<file path="src/rtl/spi_master_param.sv">
// spi_master_param
//   SPI master with configurable word width, SCK divider, runtime CPOL/CPHA,
//   MISO capture, one-hot active-low chip selects and programmable CS
//   setup/hold. One request is accepted per transfer through a valid/ready
//   handshake that is open only while idle.
//
// Ports
//   clk_100   system clock
//   s_rst     synchronous active-high reset
//   tx_valid  transfer request
//   tx_ready  high only in IDLE; request accepted when tx_valid & tx_ready
//   tx_data   word to transmit
//   cs_sel    target chip select (out-of-range value runs with no CS asserted)
//   cpol      clock polarity for this transfer
//   cpha      clock phase for this transfer
//   rx_data   last received word
//   rx_valid  one-cycle pulse when rx_data is updated
//   busy      high in every state except IDLE
//   SCK       serial clock
//   CS        active-low chip selects
//   MOSI      serial data out
//   MISO      serial data in (already synchronised)
module spi_master_param #(
    parameter int DATA_W    = 16,
    parameter int CLK_DIV   = 4,
    parameter int NUM_CS    = 4,
    parameter int CS_SETUP  = 2,
    parameter int CS_HOLD   = 2,
    parameter int MSB_FIRST = 1,
    localparam int CS_W     = (NUM_CS > 1) ? $clog2(NUM_CS) : 1
) (
    input  logic              clk_100,
    input  logic              s_rst,
    input  logic              tx_valid,
    output logic              tx_ready,
    input  logic [DATA_W-1:0] tx_data,
    input  logic [CS_W-1:0]   cs_sel,
    input  logic              cpol,
    input  logic              cpha,
    output logic [DATA_W-1:0] rx_data,
    output logic              rx_valid,
    output logic              busy,
    output logic              SCK,
    output logic [NUM_CS-1:0] CS,
    output logic              MOSI,
    input  logic              MISO
);

    localparam int TMR_MAX = (CLK_DIV > CS_SETUP)
                           ? ((CLK_DIV > CS_HOLD) ? CLK_DIV : CS_HOLD)
                           : ((CS_SETUP > CS_HOLD) ? CS_SETUP : CS_HOLD);
    localparam int TMR_W   = $clog2(TMR_MAX + 1);
    localparam int EDGES   = 2 * DATA_W;
    localparam int EDGE_W  = $clog2(EDGES + 1);

    typedef enum logic [1:0] {
        ST_IDLE,
        ST_SETUP,
        ST_SHIFT,
        ST_HOLD
    } state_t;

    state_t state, state_nxt;

    logic [TMR_W-1:0]  tmr;
    logic [EDGE_W-1:0] edge_cnt;
    logic              cpol_q, cpha_q;
    logic [CS_W-1:0]   cs_q;
    logic [DATA_W-1:0] tx_shift, rx_shift, rx_shift_nxt;
    logic              toggle, leading, last_edge, sample_now, advance_now;

    function automatic logic head_bit(input logic [DATA_W-1:0] w);
        return (MSB_FIRST != 0) ? w[DATA_W-1] : w[0];
    endfunction

    function automatic logic [DATA_W-1:0] drop_head(input logic [DATA_W-1:0] w);
        return (MSB_FIRST != 0) ? {w[DATA_W-2:0], 1'b0} : {1'b0, w[DATA_W-1:1]};
    endfunction

    // Toggle k (1-based) is leading when k is odd, i.e. when the count of
    // toggles already made is even.
    assign toggle      = (state == ST_SHIFT) && (tmr == TMR_W'(CLK_DIV - 1));
    assign leading     = ~edge_cnt[0];
    assign last_edge   = (edge_cnt == EDGE_W'(EDGES - 1));
    assign sample_now  = toggle && (cpha_q ? !leading : leading);
    // With CPHA=0 the first bit is already on MOSI from SETUP, so the final
    // trailing edge has nothing left to present.
    assign advance_now = toggle && (cpha_q ? leading : (!leading && !last_edge));

    always_comb begin
        rx_shift_nxt = rx_shift;
        if (sample_now) begin
            rx_shift_nxt = (MSB_FIRST != 0) ? {rx_shift[DATA_W-2:0], MISO}
                                            : {MISO, rx_shift[DATA_W-1:1]};
        end
    end

    // State register
    always_ff @(posedge clk_100) begin
        if (s_rst) state <= ST_IDLE;
        else       state <= state_nxt;
    end

    // Next-state logic
    always_comb begin
        state_nxt = state;
        unique case (state)
            ST_IDLE:  if (tx_valid && tx_ready)            state_nxt = ST_SETUP;
            ST_SETUP: if (tmr == TMR_W'(CS_SETUP - 1))     state_nxt = ST_SHIFT;
            ST_SHIFT: if (toggle && last_edge)             state_nxt = ST_HOLD;
            ST_HOLD:  if (tmr == TMR_W'(CS_HOLD - 1))      state_nxt = ST_IDLE;
            default:                                       state_nxt = ST_IDLE;
        endcase
    end

    // State-decoded outputs
    always_comb begin
        tx_ready = (state == ST_IDLE);
        busy     = (state != ST_IDLE);
        CS       = '1;
        if (state != ST_IDLE) begin
            for (int unsigned i = 0; i < NUM_CS; i++) begin
                if (cs_q == CS_W'(i)) CS[i] = 1'b0;
            end
        end
    end

    // Datapath: timers, latched request, shift registers, serial pins
    always_ff @(posedge clk_100) begin
        if (s_rst) begin
            tmr      <= '0;
            edge_cnt <= '0;
            cpol_q   <= 1'b0;
            cpha_q   <= 1'b0;
            cs_q     <= '0;
            tx_shift <= '0;
            rx_shift <= '0;
            rx_data  <= '0;
            rx_valid <= 1'b0;
            SCK      <= 1'b0;
            MOSI     <= 1'b0;
        end else begin
            rx_valid <= 1'b0;

            if ((state_nxt != state) || toggle) tmr <= '0;
            else if (state != ST_IDLE)          tmr <= tmr + TMR_W'(1);

            unique case (state)
                ST_IDLE: begin
                    if (tx_valid && tx_ready) begin
                        cpol_q   <= cpol;
                        cpha_q   <= cpha;
                        cs_q     <= cs_sel;
                        SCK      <= cpol;
                        edge_cnt <= '0;
                        if (!cpha) begin
                            MOSI     <= head_bit(tx_data);
                            tx_shift <= drop_head(tx_data);
                        end else begin
                            tx_shift <= tx_data;
                        end
                    end
                end
                ST_SHIFT: begin
                    if (toggle) begin
                        SCK      <= ~SCK;
                        edge_cnt <= edge_cnt + EDGE_W'(1);
                        rx_shift <= rx_shift_nxt;
                        if (advance_now) begin
                            MOSI     <= head_bit(tx_shift);
                            tx_shift <= drop_head(tx_shift);
                        end
                        // Last bit may be sampled on this very edge, so publish
                        // the post-sample word as HOLD begins.
                        if (last_edge) begin
                            rx_data  <= rx_shift_nxt;
                            rx_valid <= 1'b1;
                        end
                    end
                end
                default: ;
            endcase
        end
    end

endmodule

</file>
<file path="config.mk">
export PLATFORM = sky130hd
export DESIGN_NAME = spi_master_param
export DESIGN_NICKNAME = d
export VERILOG_FILES = /design/src/rtl/spi_master_param.sv
export SDC_FILE = /design/constraint.sdc
export NUM_CORES = 1
export LEC_CHECK = 0
export ABC_AREA = 1
export CAP_MARGIN = 20
export CORE_MARGIN = 2
export CORE_UTILIZATION = 57
export CTS_CLUSTER_DIAMETER = 40
export DETAILED_ROUTE_END_ITERATION = 6
export PLACE_DENSITY_LB_ADDON = 0.25
export SYNTH_ARGS = -nofsm -noshare
export SYNTH_HDL_FRONTEND = slang
export SYNTH_SLANG_ARGS = --single-unit
</file>
<file path="constraint.sdc">
create_clock -name clk_100 -period 2.5 [get_ports clk_100]
set_input_delay 0.5 -clock clk_100 [delete_from_list [all_inputs] [get_ports clk_100]]
set_output_delay 0.5 -clock clk_100 [all_outputs]
set_load 0.05 [all_outputs]
</file>
==> results of run 1 <==
-- sequential cells by signal (all words and copies together), names as in the netlist --
| name | cells |
|---|---|
| state | 2 |
| tmr | 3 |
| tx_shift | 16 |
| SCK | 1 |
| edge_cnt | 6 |
| rx_valid | 1 |
| cs_q | 2 |
| cpha_q | 1 |
| MOSI | 1 |
| rx_data | 16 |
| rx_shift | 16 |
-- how the worst max path moves through the flow --
stage | startpoint | to | slack, ns | cells after the start
2_1_floorplan | state[0] | CS[0] | 0.31 | 3
3_3_place_gp | tx_valid | tx_shift[0] | 0.45 | 6
3_5_place_dp | tx_valid | tx_shift[10] | 0.39 | 7
4_1_cts | state[0] | busy | 0.04 | 3
5_1_grt | state[0] | tx_ready | 0.05 | 2
6_report | state[0] | tx_ready | 0.10 | 2
-- placed cells by master (no fill, tap or decap), types with 9 or more instances in the layout --
cell type,n
nor2_2,9
nor2_1,44
nand3_1,53
o211ai_1,12
nand2_1,75
inv_1,35
o21ai_0,42
clkbuf_8,10
a21oi_1,24
dfxtp_1,65
buf_4,12
clkdlybuf4s50_1,43
-- layer usage --
layer | up-vias | share of wire, % | routed length [um]
met5 | - | 0 | 0
met4 | 0 | 1.8 | 118
met3 | 13 | 4.3 | 284
met2 | 73 | 47 | 3120
met1 | 1246 | 47 | 3140
li1 | 1443 | - | -
-- final cells by class --
cell class | count | area share (%)
multi-input combinational | 285 | 39.0
sequential | 65 | 35.6
timing repair buffer | 56 | 14.6
inverter | 39 | 4.01
clock buffer | 11 | 3.87
tap | 70 | 2.40
clock inverter | 4 | 0.548
-- power breakdown --
group	leakage (nW)	switching, mW	internal, mW	total (mW)
logic	0.946	0.204	0.123	0.328
registers	0.529	0.0272	1.08	1.10
clock network	0.0887	0.375	0.374	0.749
-- worst max-delay path: stages, from the launching register on --
cell,delay [ns]
dfxtp_1,0.40
nor2_4,0.30
clkdlybuf4s50_1,0.86
-- logic make-up (layout without fill, tap and decap cells) --
family,after synthesis,after routing
adders and majority gates,4,4
xor gates and xnor gates,2,2
and+or+nand+nor,194,194
buffers and inverters,61,110
DFF,65,65
AOI/OAI and AO/OA,85,85
-- what timing repair did --
action / in CTS / in global routing
gates resized for setup: 0 / 1
setup buffers: 0 / 0
endpoints found under the setup margin: 0 / 1
==> metrics.md, run 1 <==
| Metric | Value |
|---|---|
| Status | finished clean |
| Top-Level Pins | 49 |
| Clock slew at reported path FFs | 0.07 ns |
| Post-Synth Simple-Gate Area | 29.7% |
| Minimum clock period | between 2 and 2.5 ns |
| GRT Overall Usage | 23.3% |
| Tot Pwr | 2.18 mW |
| Vias in the first global route | 2588 |
| Share of the synthesized area in the top cell type | 43.6% |
| First-pass GRT wire length | 11.2 mm |
| Core Box Area | 0.00507 mm2 |
| Die Wd | between 70 and 80 um |
| Drt drc | 0 |
| Peak Freq | roughly 0.42 GHz |
| Largest family of logic cells by synthesized area | simple AND/OR/NAND/NOR gates |
| R2R depth | 8 |
| Max Transition Viols Final | 0 |
| Ys Warns | 0 |
| Cell Area, Synth | 0.00298 mm2 |
| CP arrival | approximately 1.9 ns |
| CTS tree | done |
| Min Hold Slack | about 0.46 ns |
| CP Launch Type | flip-flop |
| Global routing usage on met1 | 29.0% |
| Met2 GRT Util | between 30% and 40% |
| Hold Vio Cnt, Final | 0 |
| Final period utilization | 95.8% |
| Mapped Cells | 411 |
| Port bufs | 48 |
| Root Driver | clkbuf_8 |
| Max-cap violations | 0 |
| Final setup margin | 0.105 ns |
| Antenna Cells | 0 |
| Reg2Reg Launch Point | tmr[0] |
| Unrepaired setup endpoints after global routing | no |
| DP Area | 0.00349 mm2 |
| R2R Setup Slk | 0.51 ns |
| Routed WL per cell | around 13 um |
| DR iter-0 viols | 172 |
| GPL Wtd Cong | 0.780 |
| Gr busiest metal | met2 |
| First-pass iteration count of the detailed router | 4 |
| Synth Area in Adders | 1.68% |
| Synth Area per Inst | 7.25 um2 |
| Clock Skew | 0.00705 ns |
| Clock Tree Buf Depth | 2 |
| Final ANT Viol Nets | 0 |
| Cts bufs inserted | 9 |
| Yosys cell types | 32 |
| Final setup fails | 0 |
| Fin util | between 70 and 80% |
| Area occupied by multi-input gates | 0.00143 mm2 |
| Multiplexer share of the synthesized area | 0% |
| Register Area | roughly 0.0013 mm2 |
| Post-synthesis sequential area ratio | 43.6% |
| H-tree levels | 3 |
| Routed Wire Length | around 6.7 mm |
| Placement Setup Slack | 0.392 ns |
| Initial Util | 58.8% |
| Area leader, netlist | dfxtp_1 |
| Number of synthesized flops with an enable pin | 0 |
| Synth cell count leaders | nand2_1, dfxtp_1, nand3_1, nor2_1, o21ai_0 |
| #FFs+latches synth | 65 |
| Most instantiated library cell after synthesis | nand2_1 |
| Slew at the pin with the worst max-slew slack | 0.762 ns |
| Routed vias/inst | 5.24 |
| Largest net degree at the start of global routing | 29 |
| Fillers | 430 |
| Initial antenna violation count | 0 |
| Total negative slack | 0 ns |
| Die area | 0.00583 mm2 |
| Syn nets | 439 |
| R2r endpoint | tx_shift[10] |
| Hold path cells | 2 |
| Die height | 76.3 um |
| Total grt overflow | 0 |
| DR vias | 2775 |
| Max-slew headroom | between 40% and 50% |
| Power density over cell area | 597 mW/mm2 |
| Final cell count without fillers | 530 |
| Hold path endpoint | tx_shift[8] |
| Later-pin clock latency in the skew report | 0.33 ns |
| Design area | 0.00365 mm2 |
| CTS Hold Buffers Added | 0 |
| Crit path max fanout | 9 |
| Placed Cells | just over 500 |
| WS Path Type | flip-flop to output pin |
| Final #Nets | 484 |
| Compound-Gate Fraction of Synth Area | 15.9% |
| Max VDD drop | 0.396 mV |
| Post-synthesis async set-or-reset flop share | 0% |
| Req. time, crit path | 2.00 ns |
| Post-synthesis xor/xnor area fraction | less than 1% |
| Num rows | 26 |
| Leading post-synthesis cells by cell area | dfxtp_1, nand2_1, nand3_1, o21ai_0, nor2_1 |
| Worst hold start | tx_shift[8] |
| Leak Pwr | 1.56 nW |
| Top_reg_cell synth | dfxtp_1 |
| Hold/Removal Path Class | flip-flop to flip-flop |
| Type of destination of the critical path | output pin |
| CTS Sinks | 65 |
| GR Util met3 | 3.91% |
| Share of layout cells above drive strength 1 | 10.0% |
| Detailed Place HPWL | ~4.5 mm |
| Synthesis-to-layout area growth | 22.6% |
(Power assumes the default switching activity.)
==> run 2: changes to the inputs <==
--- a/config.mk
+++ b/config.mk
@@ -6,12 +6,13 @@
 export NUM_CORES = 1
 export LEC_CHECK = 0
 export ABC_AREA = 1
-export CAP_MARGIN = 20
 export CORE_MARGIN = 2
 export CORE_UTILIZATION = 57
 export CTS_CLUSTER_DIAMETER = 40
 export DETAILED_ROUTE_END_ITERATION = 6
+export MAX_ROUTING_LAYER = met4
 export PLACE_DENSITY_LB_ADDON = 0.25
+export SLEW_MARGIN = 5
 export SYNTH_ARGS = -nofsm -noshare
 export SYNTH_HDL_FRONTEND = slang
 export SYNTH_SLANG_ARGS = --single-unit
==> metrics.md, run 2 (synthesis results as in run 1) <==
| Metric | Value |
|---|---|
| Largest net degree at the start of global routing | 29 |
| Max Transition Viols Final | 0 |
| Drt drc | 0 |
| Tot Pwr | 2.19 mW |
| Core Box Area | 0.00507 mm2 |
| R2r endpoint | tx_shift[10] |
| Max VDD drop | 0.398 mV |
| Final #Nets | 484 |
| R2R Setup Slk | 0.51 ns |
| Crit path max fanout | 9 |
| Port bufs | between 40 and 50 |
| Reg2Reg Launch Point | tmr[0] |
| Final setup fails | 0 |
| Top-Level Pins | 49 |
| Clock share of power | 34.5% |
| R2R depth | 8 |
| Max-cap violations | 0 |
| DR iter-0 viols | 154 |
| CTS Hold Buffers Added | 0 |
| GPL Wtd Cong | 0.790 |
| Cts bufs inserted | 9 |
| Routed Wire Length | 6.68 mm |
| Power density over cell area | 599 mW/mm2 |
| Vias in the first global route | between 2000 and 3000 |
| Most frequent cells in the layout | nand2_1, dfxtp_1, nand3_1 |
| Detailed Place HPWL | 4.52 mm |
| Crit. Startpoint | state[0] |
| Crit path capture | tx_ready |
| Initial antenna violation count | 0 |
| Routed WL per cell | 12.6 um |
| Largest regs | rx_data (16), rx_shift (16), tx_shift (16) |
| Share of layout cells above drive strength 1 | 10.0% |
| Root Driver | clkbuf_8 |
| Status | finished clean |
| First-pass GRT wire length | around 11 mm |
| Final ANT Viol Nets | 0 |
| Type of destination of the critical path | output pin |
| Internal | 1.58 mW |
| Clock slew at reported path FFs | 0.07 ns |
| Antenna Cells | 0 |
| CP arrival | 1.90 ns |
| Max-slew headroom | approximately half |
| GRT Overall Usage | 23.9% |
| Crit path max-delay family | buffers and inverters |
| Minimum clock period | 2.40 ns |
| Hold path cells | 2 |
| Clock Tree Buf Depth | 2 |
| Worst path cell trace | nor2_4 > clkdlybuf4s50_1 |
| Sequential power share | 50.5% |
| Area occupied by multi-input gates | between 0.001 and 0.0015 mm2 |
| Die area | between 0.005 and 0.006 mm2 |
| Critical Path Max Stage Delay | 0.86 ns |
| Die Wd | 76.3 um |
| Initial Util | 58.8% |
| Later-pin clock latency in the skew report | 0.34 ns |
| Final period utilization | between 90% and 100% |
| NetSw | just over 0.6 mW |
| Worst path bufs/invs | 1 |
| Hold Vio Cnt, Final | 0 |
| CP Launch Type | flip-flop |
| Commonest non-fill, non-tap cell in the layout | nand2_1 |
| Switching Share | 28.0% |
| Synthesis-to-layout area growth | 22.6% |
| Register Area | 0.00130 mm2 |
| Peak Freq | 0.416 GHz |
| Crit-path slowest cell | clkdlybuf4s50_1 |
| H-tree levels | 3 |
| Req. time, crit path | 2.00 ns |
| Total negative slack | 0 ns |
| Comb power frac | 15.0% |
| Die height | 76.3 um |
| Min Hold Slack | 0.460 ns |
| Total grt overflow | 0 |
| Clock Skew | between 0.007 and 0.008 ns |
| DR vias | 2763 |
| Fillers | between 400 and 500 |
| Slew at the pin with the worst max-slew slack | between 0.7 and 0.8 ns |
| Routed vias/inst | 5.21 |
| CP Depth | 2 |
| WS Path Type | flip-flop to output pin |
| First-pass iteration count of the detailed router | 4 |
| Unrepaired setup endpoints after global routing | no |
| CTS tree | done |
| CTS Sinks | between 60 and 70 |
| Leak Pwr | 1.56 nW |
| Num rows | 26 |
| Hold/Removal Path Class | flip-flop to flip-flop |
run 2: cell counts in the layout (fill, tap and decap cells not counted):
Identical to the previous run, type by type.
run 2: worst min path at each step:
stage	start	endpoint
floorplan	tx_shift[15]	tx_shift[15]
global placement	tx_shift[1]	tx_shift[1]
detailed placement	tx_shift[8]	tx_shift[8]
CTS	tx_shift[8]	tx_shift[8]
global route	tx_shift[14]	tx_shift[14]
finish	tx_shift[8]	tx_shift[8]
run 2: power groups by stage:
stage / clock network [mW] / registers [mW] / logic [mW]
2_1_floorplan: 0 / 1.13 / 0.221
3_3_place_gp: 0 / 1.13 / 0.317
3_5_place_dp: 0 / 1.13 / 0.325
4_1_cts: 0.758 / 1.10 / 0.328
5_1_grt: 0.798 / 1.11 / 0.363
6_report: 0.755 / 1.10 / 0.328
run 2: worst register-to-register path, cell delays in order (launching register included):
cell and delay (ns):
dfxtp_1 0.37, ha_1 0.16, ha_1 0.22, nand2_2 0.21, nand2_4 0.28, inv_2 0.11
a21oi_4 0.38, nor2_1 0.11, nor2_2 0.09
run 2: layout make-up:
class	count	share of cell area (%)
clock buffers	11	3.87
clock inverters	4	0.548
inverters	39	4.01
multi-input cells	285	39.0
flip-flops and latches	65	35.6
well taps	70	2.40
repair buffers	56	14.6
run 2: routing by layer:
metal	vias up	track usage (%)	share of wire [%]
li1	1439	-	-
met1	1242	28.9	47
met2	68	39.6	47
met3	14	3.79	4.1
met4	0	10.9	2.1
met5	-	-	0
run 2: through the flow:
step | cell area [um2] | worst slack, ns | utilization, % | std cells
5_1_grt | 3650 | 0.0541 | 72.0 | 530
6_report | 3650 | 0.0966 | 72.0 | 530
2_1_floorplan | 2980 | 0.313 | - | 411
3_5_place_dp | 3490 | 0.392 | 68.8 | 515
3_3_place_gp | 3490 | 0.451 | 68.8 | 515
4_1_cts | 3650 | 0.0419 | 72.0 | 530
run 2: timing repair:
item                                    4_1_cts  5_1_grt
endpoints found under the setup margin        0        1
resized for setup                             0        1
setup buffers                                 0        0
==> run 3: changes to the inputs <==
--- a/config.mk
+++ b/config.mk
@@ -10,7 +10,6 @@
 export CORE_UTILIZATION = 57
 export CTS_CLUSTER_DIAMETER = 40
 export DETAILED_ROUTE_END_ITERATION = 6
-export MAX_ROUTING_LAYER = met4
 export PLACE_DENSITY_LB_ADDON = 0.25
 export SLEW_MARGIN = 5
 export SYNTH_ARGS = -nofsm -noshare
==> constraint.sdc (replaced) <==
create_clock -name clk_100 -period 2.5 [get_ports clk_100]
set_input_delay 0.75 -clock clk_100 [delete_from_list [all_inputs] [get_ports clk_100]]
set_output_delay 0.75 -clock clk_100 [all_outputs]
set_load 0.05 [all_outputs]
==> metrics.md, run 3 (synthesis results as in run 1) <==
| Metric | Value |
|---|---|
| CTS tree | done |
| Worst path cell trace | clkdlybuf4s50_1 |
| Switching Share | 26.5% |
| GPL Wtd Cong | ~0.78 |
| WS Path Type | flip-flop to output pin |
| CP arrival | around 1.6 ns |
| Final cell count without fillers | between 500 and 600 |
| Hold path cells | 2 |
| Top-Level Pins | 49 |
| Clock share of power | 39.9% |
| Final ANT Viol Nets | 0 |
| Tot Pwr | 2.40 mW |
| Max VDD drop | 0.435 mV |
| Minimum clock period | approximately 2.3 ns |
| Die Wd | between 70 and 80 um |
| CTS Hold Buffers Added | 0 |
| Num rows | 26 |
| Total grt overflow | 0 |
| Routed Wire Length | roughly 6.7 mm |
| CP Launch Type | flip-flop |
| Drt drc | 0 |
| Max-slew headroom | 48.9% |
| Max Transition Viols Final | 0 |
| Critical Path Max Stage Delay | about 0.82 ns |
| GRT Overall Usage | 24.5% |
| Initial Util | 58.8% |
| Req. time, crit path | 1.75 ns |
| Largest net degree at the start of global routing | 28 |
| Hold/Removal Path Class | flip-flop to flip-flop |
| Final period utilization | 91.8% |
| Comb power frac | 14.2% |
| Routed WL per cell | ~13 um |
| Hold Vio Cnt, Final | 0 |
| Crit-path slowest cell | clkdlybuf4s50_1 |
| Later-pin clock latency in the skew report | 0.34 ns |
| Internal | 1.77 mW |
| Crit path max fanout | 3 |
| Synthesis-to-layout area growth | 25.6% |
| Worst path bufs/invs | 1 |
| Share of layout cells above drive strength 1 | around a tenth |
| Final #Nets | 484 |
| Unrepaired setup endpoints after global routing | no |
| R2R Setup Slk | roughly 0.44 ns |
| Slew at the pin with the worst max-slew slack | 0.764 ns |
| NetSw | 0.637 mW |
| Worst hold start | tx_shift[9] |
| First-pass GRT wire length | 11.7 mm |
| R2r endpoint | rx_data[1] |
| DR iter-0 viols | 177 |
| Commonest non-fill, non-tap cell in the layout | nand2_1 |
| Hold path endpoint | tx_shift[9] |
| Antenna Cells | 0 |
| Largest regs | rx_data (16), rx_shift (16), tx_shift (16) |
| Total negative slack | 0 ns |
| Max-cap violations | 0 |
| Sequential power share | 46.0% |
| Fin util | 73.8% |
| Routed vias/inst | 5.29 |
| Leak Pwr | 1.59 nW |
| Detailed Place HPWL | 4.65 mm |
| DR vias | 2810 |
| H-tree levels | 3 |
| Vias in the first global route | 2722 |
| CTS Sinks | 65 |
| Crit path max-delay family | buffers and inverters |
| Post-CTS setup buffers | 0 |
| Root Driver | clkbuf_8 |
| Core Box Area | 0.00507 mm2 |
| R2R depth | 8 |
| Final setup fails | 0 |
| Die area | 0.00583 mm2 |
| Die height | 76.3 um |
| Placed Cells | 515 |
| Port bufs | 48 |
| Peak Freq | approximately 0.44 GHz |
| Initial antenna violation count | 0 |
| Clock Tree Buf Depth | 2 |
| Most frequent cells in the layout | nand2_1, dfxtp_1, nand3_1 |
| Post_cts resized | 0 |
| Reg2Reg Launch Point | tmr[0] |
| Power density over cell area | 642 mW/mm2 |
| Clock slew at reported path FFs | 0.07 ns |
| Clock Skew | around 0.0075 ns |
| First-pass iteration count of the detailed router | 5 |
| Type of destination of the critical path | output pin |
| Status | finished clean |
| Cts bufs inserted | 9 |
## run 3: changes by cell type in the layout (fill, tap and decap cells not counted)
| cell | delta |
|---|---|
| clkdlybuf4s50_1 | -1 |
| clkinv_2 | -1 |
| dlymetal6s2s_1 | -1 |
| buf_12 | +4 |
| clkbuf_8 | -1 |
| clkinvlp_4 | +1 |
| bufinv_16 | +2 |
| buf_4 | -2 |
## run 3: area by class of cell
type,instances,area [um2]
timing repair buffer,56,576
sequential,65,1300
multi-input combinational,285,1430
fill,419,1330
tap,70,87.6
clock buffer,10,128
clock inverter,6,82.6
inverter,39,146
## run 3: per-stage QoR
step	hold slack (ns)	cell area, um2	setup slack (ns)
final	0.467	3750	0.204
after global routing	0.498	3750	0.163
after CTS	0.472	3750	0.200
after detailed placement	0.456	3540	0.241
after global placement	0.444	3540	0.309
after floorplan	0.432	2980	0.0626
## run 3: power groups by stage
stage                     registers [mW]  clock network, mW  logic [mW]
final                               1.10              0.958       0.340
after global routing                1.11               1.01       0.377
after CTS                           1.10              0.965       0.340
after detailed placement            1.13                  0       0.336
after global placement              1.13                  0       0.330
after floorplan                     1.13                  0       0.221
## run 3: worst register-to-register path: cells and delay by family (launching register included)
family / cells / cell delay (ns)
buffers and inverters: 1 / 0.26
AND/OR/NAND/NOR: 3 / 0.65
adder cells (fa/ha/maj): 2 / 0.37
flip-flops: 1 / 0.38
AO/OA/AOI/OAI: 2 / 0.28
## run 3: worst max-delay path by stage
| stage | depth (start not counted) | to | from |
|---|---|---|---|
| finish | 1 | SCK | SCK |
| CTS | 1 | SCK | SCK |
| floorplan | 3 | CS[0] | state[0] |
| detailed placement | 7 | edge_cnt[5] | tx_valid |
| global route | 4 | CS[1] | state[0] |
| global placement | 6 | tx_shift[0] | tx_valid |
## run 3: layer usage
| metal | GRT usage [%] | share of wire (%) |
|---|---|---|
| met1 | 29.2 | 45 |
| met2 | 42.0 | 47 |
| met3 | 5.33 | 6.1 |
| met4 | 11.5 | 1.7 |
| met5 | 0 | 0 |
